**config.mk**
```make
export PLATFORM = sky130hd
export DESIGN_NAME = uart_link
export DESIGN_NICKNAME = d
export VERILOG_FILES = /design/src/rtl/uart_pkg.sv /design/src/rtl/uart_link_rx.sv /design/src/rtl/uart_link.sv
export SDC_FILE = /design/constraint.sdc
export NUM_CORES = 1
export LEC_CHECK = 0
export CORE_ASPECT_RATIO = 0.6
export CORE_UTILIZATION = 37
export CTS_CLUSTER_DIAMETER = 60
export CTS_CLUSTER_SIZE = 25
export DETAILED_ROUTE_END_ITERATION = 8
export GPL_TIMING_DRIVEN = 1
export SLEW_MARGIN = 10
export SYNTH_ARGS = -nofsm -noshare
export SYNTH_HDL_FRONTEND = slang
export SYNTH_SLANG_ARGS = --single-unit
```
**constraint.sdc**
```tcl
create_clock -name clk -period 2.9 [get_ports clk]
set_clock_uncertainty 0.15 [all_clocks]
set_input_delay 0.29 -clock clk [delete_from_list [all_inputs] [get_ports clk]]
set_output_delay 0.29 -clock clk [all_outputs]
set_load 0.01 [all_outputs]
```
**src/rtl/uart_pkg.sv**
```systemverilog
// Shared constants for the uart_link serial peer: oversample ratio, FSM
// encodings and bit-period helpers used by both the TX and RX paths.
package uart_pkg;

    localparam int OVERSAMPLE         = 8;
    localparam int HALF_BIT           = OVERSAMPLE / 2;
    localparam int DATA_WIDTH_DEFAULT = 8;
    localparam int CNT_W              = 16 + $clog2(OVERSAMPLE);

    localparam logic [1:0] ST_IDLE  = 2'd0;
    localparam logic [1:0] ST_START = 2'd1;
    localparam logic [1:0] ST_DATA  = 2'd2;
    localparam logic [1:0] ST_STOP  = 2'd3;

    // A prescale of zero would stall the line forever, so it runs as one.
    function automatic logic [CNT_W-1:0] bit_cycles(input logic [15:0] prescale);
        logic [15:0] p;
        p = (prescale == 16'd0) ? 16'd1 : prescale;
        return CNT_W'(p) * CNT_W'(OVERSAMPLE);
    endfunction

    function automatic logic [CNT_W-1:0] half_cycles(input logic [15:0] prescale);
        logic [15:0] p;
        p = (prescale == 16'd0) ? 16'd1 : prescale;
        return CNT_W'(p) * CNT_W'(HALF_BIT);
    endfunction

endpackage

```
**src/rtl/uart_link_rx.sv**
```systemverilog
// Receive half of uart_link: synchronizes rxd, finds start edges, samples
// mid-bit and hands complete characters to a valid/ready consumer.
module uart_link_rx
    import uart_pkg::*;
#(
    parameter int DATA_WIDTH = DATA_WIDTH_DEFAULT
) (
    input  logic                  clk,
    input  logic                  reset_n,
    input  logic [15:0]           prescale,
    input  logic                  rxd,
    output logic [DATA_WIDTH-1:0] m_data,
    output logic                  m_valid,
    input  logic                  m_ready,
    output logic                  rx_busy,
    output logic                  rx_overrun,
    output logic                  rx_frame_error
);

    localparam int BIT_W = $clog2(DATA_WIDTH + 1);

    logic                  rx_meta;
    logic                  rx_sync;
    logic                  rx_prev;
    logic [1:0]            state;
    logic [CNT_W-1:0]      cnt;
    logic [CNT_W-1:0]      bit_len;
    logic [BIT_W-1:0]      bit_idx;
    logic [DATA_WIDTH-1:0] shift;
    logic                  cnt_zero;
    logic                  start_edge;
    logic                  stop_sample;
    logic                  byte_done;

    assign cnt_zero    = (cnt == '0);
    assign start_edge  = (state == ST_IDLE) && rx_prev && !rx_sync;
    assign stop_sample = (state == ST_STOP) && cnt_zero;
    assign byte_done   = stop_sample && rx_sync;
    assign rx_busy     = (state != ST_IDLE);

    // NOTE: sequential state uses non-blocking assignments so every flop
    // samples pre-edge values; blocking here would collapse the sync chain.
    always_ff @(posedge clk) begin
        if (!reset_n) begin
            rx_meta <= 1'b1;
            rx_sync <= 1'b1;
            rx_prev <= 1'b1;
        end else begin
            rx_meta <= rxd;
            rx_sync <= rx_meta;
            rx_prev <= rx_sync;
        end
    end

    always_ff @(posedge clk) begin
        if (!reset_n) begin
            state   <= ST_IDLE;
            cnt     <= '0;
            bit_idx <= '0;
        end else begin
            case (state)
                ST_IDLE: begin
                    if (start_edge) begin
                        state <= ST_START;
                        cnt   <= half_cycles(prescale) - CNT_W'(1);
                    end
                end
                ST_START: begin
                    if (cnt_zero) begin
                        // A line back high at mid-start was only a glitch.
                        if (rx_sync) begin
                            state <= ST_IDLE;
                        end else begin
                            state   <= ST_DATA;
                            cnt     <= bit_len - CNT_W'(1);
                            bit_idx <= '0;
                        end
                    end else begin
                        cnt <= cnt - CNT_W'(1);
                    end
                end
                ST_DATA: begin
                    if (cnt_zero) begin
                        cnt <= bit_len - CNT_W'(1);
                        if (bit_idx == BIT_W'(DATA_WIDTH - 1)) begin
                            state <= ST_STOP;
                        end else begin
                            bit_idx <= bit_idx + BIT_W'(1);
                        end
                    end else begin
                        cnt <= cnt - CNT_W'(1);
                    end
                end
                ST_STOP: begin
                    if (cnt_zero) begin
                        state <= ST_IDLE;
                    end else begin
                        cnt <= cnt - CNT_W'(1);
                    end
                end
                default: state <= ST_IDLE;
            endcase
        end
    end

    // NOTE: pure datapath registers carry no reset; the FSM decides when
    // their contents matter, which keeps the reset tree small.
    always_ff @(posedge clk) begin
        if (start_edge) begin
            bit_len <= bit_cycles(prescale);
        end
        if (state == ST_DATA && cnt_zero) begin
            shift <= {rx_sync, shift[DATA_WIDTH-1:1]};
        end
    end

    // A fresh byte wins over a consumer pop in the same cycle.
    always_ff @(posedge clk) begin
        if (!reset_n) begin
            m_data         <= '0;
            m_valid        <= 1'b0;
            rx_overrun     <= 1'b0;
            rx_frame_error <= 1'b0;
        end else begin
            if (byte_done) begin
                m_data  <= shift;
                m_valid <= 1'b1;
            end else if (m_ready) begin
                m_valid <= 1'b0;
            end
            rx_overrun     <= byte_done && m_valid && !m_ready;
            rx_frame_error <= stop_sample && !rx_sync;
        end
    end

endmodule

```
**src/rtl/uart_link.sv**
```systemverilog
// Serial-line peer of the SoC UART: inline 8N1 transmitter plus the
// uart_link_rx receiver, running fully independently of each other.
module uart_link
    import uart_pkg::*;
#(
    parameter int DATA_WIDTH = DATA_WIDTH_DEFAULT
) (
    input  logic                  clk,
    input  logic                  reset_n,
    input  logic [15:0]           prescale,
    input  logic [DATA_WIDTH-1:0] s_data,
    input  logic                  s_valid,
    output logic                  s_ready,
    output logic [DATA_WIDTH-1:0] m_data,
    output logic                  m_valid,
    input  logic                  m_ready,
    output logic                  txd,
    input  logic                  rxd,
    output logic                  tx_busy,
    output logic                  rx_busy,
    output logic                  rx_overrun,
    output logic                  rx_frame_error
);

    localparam int BIT_W = $clog2(DATA_WIDTH + 1);

    logic [1:0]            tx_state;
    logic [CNT_W-1:0]      tx_cnt;
    logic [CNT_W-1:0]      tx_bit_len;
    logic [BIT_W-1:0]      tx_idx;
    logic [DATA_WIDTH-1:0] tx_shift;
    logic [DATA_WIDTH-1:0] tx_next;
    logic                  tx_cnt_zero;
    logic                  tx_accept;
    logic                  txd_q;

    assign tx_cnt_zero = (tx_cnt == '0);
    assign tx_accept   = (tx_state == ST_IDLE) && s_valid;
    assign tx_next     = tx_shift >> 1;
    assign s_ready     = (tx_state == ST_IDLE);
    assign tx_busy     = !s_ready;
    assign txd         = txd_q;

    // txd is registered so the line never glitches between bit periods.
    always_ff @(posedge clk) begin
        if (!reset_n) begin
            tx_state <= ST_IDLE;
            tx_cnt   <= '0;
            tx_idx   <= '0;
            txd_q    <= 1'b1;
        end else begin
            case (tx_state)
                ST_IDLE: begin
                    if (s_valid) begin
                        tx_state <= ST_START;
                        txd_q    <= 1'b0;
                        tx_cnt   <= bit_cycles(prescale) - CNT_W'(1);
                    end
                end
                ST_START: begin
                    if (tx_cnt_zero) begin
                        tx_state <= ST_DATA;
                        txd_q    <= tx_shift[0];
                        tx_cnt   <= tx_bit_len - CNT_W'(1);
                        tx_idx   <= '0;
                    end else begin
                        tx_cnt <= tx_cnt - CNT_W'(1);
                    end
                end
                ST_DATA: begin
                    if (tx_cnt_zero) begin
                        tx_cnt <= tx_bit_len - CNT_W'(1);
                        if (tx_idx == BIT_W'(DATA_WIDTH - 1)) begin
                            tx_state <= ST_STOP;
                            txd_q    <= 1'b1;
                        end else begin
                            tx_idx <= tx_idx + BIT_W'(1);
                            txd_q  <= tx_next[0];
                        end
                    end else begin
                        tx_cnt <= tx_cnt - CNT_W'(1);
                    end
                end
                ST_STOP: begin
                    if (tx_cnt_zero) begin
                        tx_state <= ST_IDLE;
                    end else begin
                        tx_cnt <= tx_cnt - CNT_W'(1);
                    end
                end
                default: tx_state <= ST_IDLE;
            endcase
        end
    end

    always_ff @(posedge clk) begin
        if (tx_accept) begin
            tx_shift   <= s_data;
            tx_bit_len <= bit_cycles(prescale);
        end else if (tx_state == ST_DATA && tx_cnt_zero) begin
            tx_shift <= tx_next;
        end
    end

    uart_link_rx #(
        .DATA_WIDTH (DATA_WIDTH)
    ) u_rx (
        .clk            (clk),
        .reset_n        (reset_n),
        .prescale       (prescale),
        .rxd            (rxd),
        .m_data         (m_data),
        .m_valid        (m_valid),
        .m_ready        (m_ready),
        .rx_busy        (rx_busy),
        .rx_overrun     (rx_overrun),
        .rx_frame_error (rx_frame_error)
    );

endmodule

```
==> results.py, run 1 <==
metrics = {
    "run_status": {
        "status": "completed",
    },
    "timing": {
        "rsz0062_at_grt": "false",
        "finalCritPeriodShare": 0.9554,
        "slew_violations": 0,
        "timing.final.ws_setup_ns": 0.1294,
        "relSlewSlack": 0.5944,
        "finalSetupViolations": 0,
        "fmax_mhz": 360.9,
        "hold_viol_final": 0,
        "period_minus_slack_ns": 2.771,
        "tightest_slew_ns": 0.6077,
    },
    "critical_path": {
        "crit_chain": "or4_4 -> buf_4 -> or2_2 -> nor4_1 -> buf_4 -> nand2_1 -> o31ai_1 -> o221a_2",
        "cp.depth": 8,
        "slowest_stage": "or4_4",
        "end_kind": "register",
        "worstPathMaxFanout": 8,
        "cp-start-kind": "register",
        "path_buf_inv": 2,
        "r2r_cells": 8,
        "path_delay_family": "simple AND/OR/NAND/NOR gates",
        "worstPathRequired_ns": 3.12,
        "crit_top_cell": "buf_4",
        "arrival_ns": 2.99,
        "cp_slowest_stage_delay_ns": 0.50,
        "path_class": "register to register",
    },
    "detailed_routing": {
        "routedWlPerCell_um": 19.24,
        "wl_um": 21920,
        "firstDrtPassIters": 5,
        "drc_errors": 0,
        "first_iter_violations": 792,
        "vias": 6571,
        "detail-route-antenna-nets": 0,
        "viasPerCell": 5.769,
    },
    "yosys": {
        "yosysWarnings": 0,
        "synth-edff-count": 48,
        "ys_ff_latch": 113,
        "synth_area_leader_cell": "edfxtp_1",
        "ys_types": 66,
        "synthArstFlopShare": 0,
        "synth_seq_area_share": 0.3972,
        "synth.avg_cell_area_um2": 8.664,
        "synthTopCellsByArea": "edfxtp_1 (21%), dfxtp_1 (19%), a21oi_1 (4.4%)",
        "syn_area_um2": 6905,
        "synth_cells": 797,
        "synthFlopType": "dfxtp_1",
        "synth_nets": 844,
        "synth_top_area_frac": 0.2087,
    },
    "clock_network": {
        "htree_levels": 4,
        "cts_tree": "yes",
        "post_cts_buffers": 0,
        "clk_pin_slew_ns": 0.05,
        "cts_buffer_depth": 2,
        "cts_buffers": 17,
        "clock-sinks": 113,
        "root_buffer": "clkbuf_16",
        "clk_latency_ns": 0.43,
    },
    "pwr": {
        "vdd_drop_max_v": 0.0004633,
        "leakagePower_nw": 3.060,
        "p_per_area_nw_per_um2": 989.2,
        "power.total_mw": 8.531,
    },
    "layout": {
        "design_area_um2": 8625,
        "drive_gt1_frac": 0.1635,
        "nets": 933,
        "diodes": 0,
        "fill_cells": 1749,
        "final_cells": 1139,
        "post-route-util": 0.4749,
        "syn_to_final_growth_pct": 24.90,
    },
    "placement": {
        "dp_hpwl_um": 16400,
        "io_buffers": 43,
        "placed_area_um2": 8040,
        "gp_congestion": 0.9392,
        "placed_cells_incl_taps": 1107,
        "pre_cts_ws_ns": -0.1949,
    },
    "job": {
        "cap_violations": 0,
    },
    "global_route": {
        "antenna_found_initial": 0,
        "grt_max_degree": 31,
        "grt_usage": 0.2417,
        "overflow": 0,
        "grt_pass1_vias": 5863,
        "grt_pass1_wl_um": 34510,
    },
    "floorplanning": {
        "die_h_um": 107.8,
        "placement_rows": 38,
        "core_um2": 18160,
        "die_w_um": 178.4,
        "die_area_um2": 19230,
        "start_util": 0.3802,
        "io_pins": 44,
    },
    "worst_hold_path": {
        "min_path_cells": 1,
        "hold_class": "register to register",
    },
}
==> stage by stage <==
stage / hold slack (ns) / setup TNS (ns)
2_1_floorplan: 0.2363 / 0
3_3_place_gp: 0.2639 / -1.150
3_5_place_dp: 0.2555 / -2.602
4_1_cts: 0.2740 / 0
5_1_grt: 0.2877 / 0
6_report: 0.2748 / 0
==> path summary, 6_finish.rpt <==
kind	startpoint	to	slack (ns)
worst max-delay path	u_rx.cnt[6]$_SDFFE_PN0P_	u_rx.cnt[18]$_SDFFE_PN0P_	0.13
worst min-delay path	u_rx.rx_meta$_SDFF_PN1_	u_rx.rx_sync$_SDFF_PN1_	0.27
worst max register to register	u_rx.cnt[6]$_SDFFE_PN0P_	u_rx.cnt[18]$_SDFFE_PN0P_	0.13
worst min register to register	u_rx.rx_meta$_SDFF_PN1_	u_rx.rx_sync$_SDFF_PN1_	0.27
==> report_power, final <==
group          switching [mW]  total [mW]  internal (mW)
clock                   0.765        2.06           1.29
sequential              0.357        2.38           2.03
combinational            2.44        4.09           1.65
total                    3.56        8.53           4.97
==> synthesized netlist by cell type, types with 6 or more instances <==
| master | number |
|---|---|
| nand2_1 | 79 |
| dfxtp_1 | 65 |
| a21oi_1 | 61 |
| clkbuf_1 | 53 |
| edfxtp_1 | 48 |
| nor2_1 | 46 |
| o21ai_0 | 46 |
| nand3_1 | 35 |
| xnor2_1 | 33 |
| nor4_1 | 30 |
| nor3_1 | 26 |
| inv_1 | 23 |
| xor2_1 | 22 |
| or4_1 | 20 |
| o31ai_1 | 19 |
| ha_1 | 18 |
| nand2b_1 | 12 |
| a31oi_1 | 11 |
| or3_1 | 11 |
| o221ai_1 | 9 |
| and3_1 | 8 |
| mux2_2 | 8 |
| a211oi_1 | 7 |
| nand4_1 | 6 |
| o21a_1 | 6 |
| o22ai_1 | 6 |
==> cells in the final DEF, fill, tap and decap left out, types with 5 or more instances in the layout <==
cell             instances
a21oi_1                 61
inv_1                   23
nand2b_1                12
xnor2_1                 33
nand4_1                  6
clkdlybuf4s50_1         43
a31oi_1                 11
xor2_1                  22
o31ai_1                 19
dfxtp_1                 65
edfxtp_1                48
or3_1                   11
nand2_1                 79
buf_4                   86
a211oi_1                 7
nand3_1                 35
o21a_1                   6
clkbuf_16               17
and3_1                   8
o211ai_1                 5
o22ai_1                  6
o21ai_0                 46
o221ai_1                 9
nor4_1                  28
mux2_2                   8
ha_1                    18
o311ai_0                 5
clkinv_2                 8
nor3_1                  26
nor2_1                  46
or4_1                   20
==> final cells by class <==
class	count	area (um2)	area share
clock buffers	20	456.7	0.05295
inverters	25	93.84	0.01088
clock inverters	12	116.4	0.01349
well taps	240	300.3	0.03482
flip-flops and latches	113	2743	0.3180
repair buffers	129	1076	0.1248
multi-input cells	600	3839	0.4451
==> sequential cells by signal, summed over array words and instances, names as in the netlist, 2 cells and up, named ones only <==
register / cells
tx_bit_len: 16
tx_cnt: 19
tx_idx: 4
tx_shift: 8
tx_state: 2
u_rx.bit_idx: 4
u_rx.bit_len: 16
u_rx.cnt: 19
u_rx.m_data: 8
u_rx.shift: 8
==> what timing repair did <==
item	4_1_cts	5_1_grt
setup endpoints to repair	0	4
resized for setup	0	2
hold buffers	0	0
==> layer usage <==
metal  vias up  part of all wire  global-route usage
li1       3171                 -                   -
met1      3088              0.53              0.3953
met2       290              0.36              0.2904
met3        22              0.10             0.06744
met4         0             0.010             0.06235
met5         -                 0                   0
==> cell families (layout without fill, tap and decap cells) <==
family                     after synthesis  in the layout  synth area share
xor gates and xnor gates                55             55           0.06976
DFF                                    113            113            0.3972
adders and majority gates               18             18           0.03262
muxes                                   12             12           0.01884
buffers and inverters                   84            186           0.04946
and+or+nand+nor                        303            303            0.2310
AOI/OAI and AO/OA                      212            212            0.2011
No activity file was read; power rests on OpenSTA's default activity.
==> inputs of run 2 (changes only) <==
Settings changed: ABC_AREA set to 1, CTS_CLUSTER_SIZE 25 to 30.
==> results.py, run 2 <==
metrics = {
    "critical_path": {
        "worstPathRequired_ns": 2.46,
        "end_kind": "output port",
        "rrSetupSlack_ns": 0.55,
        "r2r-end": "u_rx.cnt[18]$_SDFFE_PN0P_",
        "cp_slowest_stage_delay_ns": 0.60,
        "cp-start-kind": "register",
        "timing.rr.start": "u_rx.state[0]$_SDFFE_PN0P_",
        "crit_chain": "inv_1 -> ha_1 -> inv_2 -> buf_4 -> clkdlybuf4s50_1",
        "worstPathMaxFanout": 25,
        "arrival_ns": 2.09,
        "slowest_stage": "clkdlybuf4s50_1",
        "path_class": "register to output port",
        "r2r_cells": 10,
    },
    "yosys": {
        "yosysWarnings": 0,
        "yosysMostFrequentCell": "nand2_1",
        "synth_cells": 1110,
        "ys_ff_latch": 113,
        "synthTopCellsByArea": "edfxtp_1 (19%), dfxtp_1 (17%), nand2_1 (14%)",
        "synth-edff-count": 48,
        "synth_seq_area_share": 0.3606,
        "syn_area_um2": 7605,
        "netlist_top_cells_count": "nand2_1 (292), nor2_1 (162), inv_1 (107)",
        "synth_nets": 1157,
        "synthFlopType": "dfxtp_1",
        "ys_types": 50,
        "synth_area_leader_cell": "edfxtp_1",
        "synth_top_area_frac": 0.1895,
        "synth.avg_cell_area_um2": 6.851,
        "synthArstFlopShare": 0,
    },
    "placement": {
        "pre_cts_ws_ns": 0.1195,
        "placed_area_um2": 8428,
        "gp_congestion": 0.9803,
        "io_buffers": 43,
        "dp_hpwl_um": 18030,
    },
    "clock_network": {
        "root_buffer": "clkbuf_16",
        "clk_latency_ns": 0.43,
        "cts.hold.buffers_added": 0,
        "clk_pin_slew_ns": 0.05,
        "post_cts_buffers": 0,
        "cts_tree": "yes",
        "cts_buffer_depth": 2,
        "cts-resized-gates": 0,
        "cts_buffers": 17,
        "htree_levels": 4,
        "clock-sinks": 113,
    },
    "timing": {
        "period_minus_slack_ns": 2.525,
        "slew_violations": 0,
        "finalSetupViolations": 0,
        "finalCritPeriodShare": 0.8707,
        "tightest_slew_ns": 0.6544,
        "relSlewSlack": 0.5621,
        "whs_ns": 0.2606,
        "hold_viol_final": 0,
        "setup_tns_ns": 0,
        "fmax_mhz": 396.0,
        "rsz0062_at_grt": "false",
        "timing.final.ws_setup_ns": 0.3749,
    },
    "detailed_routing": {
        "firstDrtPassIters": 6,
        "drc_errors": 0,
        "wl_um": 23850,
        "detail-route-antenna-nets": 0,
        "routedWlPerCell_um": 16.45,
        "first_iter_violations": 869,
        "vias": 7555,
        "viasPerCell": 5.210,
    },
    "global_route": {
        "grt_pass1_wl_um": 37830,
        "grt_pass1_vias": 6735,
        "overflow": 0,
        "grt_max_degree": 32,
        "antenna_found_initial": 0,
        "grt_usage": 0.2335,
    },
    "worst_hold_path": {
        "hp-start": "u_rx.rx_meta$_SDFF_PN1_",
        "whs_endpoint": "u_rx.rx_sync$_SDFF_PN1_",
        "min_path_cells": 1,
        "hold_class": "register to register",
    },
    "layout": {
        "final_cell_mix": "nand2_1 (292), nor2_1 (162), inv_1 (107), nand3_1 (102), dfxtp_1 (65)",
        "seq_area_um2": 2743,
        "design_area_um2": 8997,
        "multiInputGateArea_um2": 4213,
        "fill_cells": 2039,
        "top_regs": "tx_cnt (19), u_rx.cnt (19)",
        "diodes": 0,
        "syn_to_final_growth_pct": 18.31,
        "drive_gt1_frac": 0.1054,
        "final_common_cell": "nand2_1",
        "nets": 1211,
    },
    "pwr": {
        "leakagePower_nw": 3.867,
        "power.total_mw": 8.104,
        "p_per_area_nw_per_um2": 900.7,
        "vdd_drop_max_v": 0.0004737,
    },
    "floorplanning": {
        "io_pins": 44,
        "core_um2": 20070,
        "die_area_um2": 21150,
        "die_h_um": 113.1,
        "placement_rows": 40,
        "die_w_um": 187.1,
        "start_util": 0.3789,
    },
    "job": {
        "cap_violations": 0,
    },
    "run_status": {
        "status": "completed",
    },
}
==> run 2: how the worst max path moves through the flow <==
stage                               start                          to  slack (ns)  cells after the start
5_1_grt                       prescale[7]   u_rx.cnt[10]$_SDFFE_PN0P_        0.22                     15
3_3_place_gp                  prescale[7]   u_rx.cnt[12]$_SDFFE_PN0P_        0.13                     15
6_report         tx_state[0]$_SDFFE_PN0P_                     tx_busy        0.37                      5
4_1_cts          tx_state[0]$_SDFFE_PN0P_                     tx_busy        0.35                      5
3_5_place_dp                  prescale[6]   u_rx.cnt[12]$_SDFFE_PN0P_        0.12                     15
2_1_floorplan  u_rx.state[0]$_SDFFE_PN0P_  u_rx.bit_len[10]$_DFFE_PP_        0.50                      4
==> run 2: metrics by stage <==
step / cells / util
CTS: 1450 / 0.4483
global route: 1450 / 0.4483
detailed placement: 1418 / 0.4200
global placement: 1418 / 0.4200
finish: 1450 / 0.4483
floorplan: 1110 / -
==> run 2: worst max-delay path: cells and delay by family (launching register included) <==
kind	cells	cell delay, ns
fa+ha+maj	1	0.25
buf+inv	4	1.04
flops	1	0.38
==> run 2: layout make-up <==
type                       instances  area share
clock buffer                      17     0.04728
clock inverter                    15     0.01599
inverter                         122     0.05118
multi-input combinational        835      0.4682
sequential                       113      0.3048
tap                              273     0.03796
timing repair buffer              75     0.07454
==> run 2: metal layers <==
| layer | GRT usage | routed length, um |
|---|---|---|
| met1 | 0.3672 | 12100 |
| met2 | 0.2880 | 8422 |
| met3 | 0.08437 | 3018 |
| met4 | 0.05027 | 251 |
| met5 | 0.02262 | 64 |
==> run 2: where the power goes <==
| group | switching (mW) | internal [mW] |
|---|---|---|
| combinational | 2.53 | 1.25 |
| sequential | 0.311 | 1.98 |
| clock | 0.790 | 1.25 |
==> run 2: cell families (layout without fill, tap and decap cells) <==
group           count (synthesis)  count (layout)  share of synthesized area
buf+inv                       162             229                    0.08605
xor+xnor                       37              37                    0.04261
flops                         113             113                     0.3606
compound gates                140             140                     0.1012
fa+ha+maj                      18              18                    0.02962
simple gates                  640             640                     0.3799
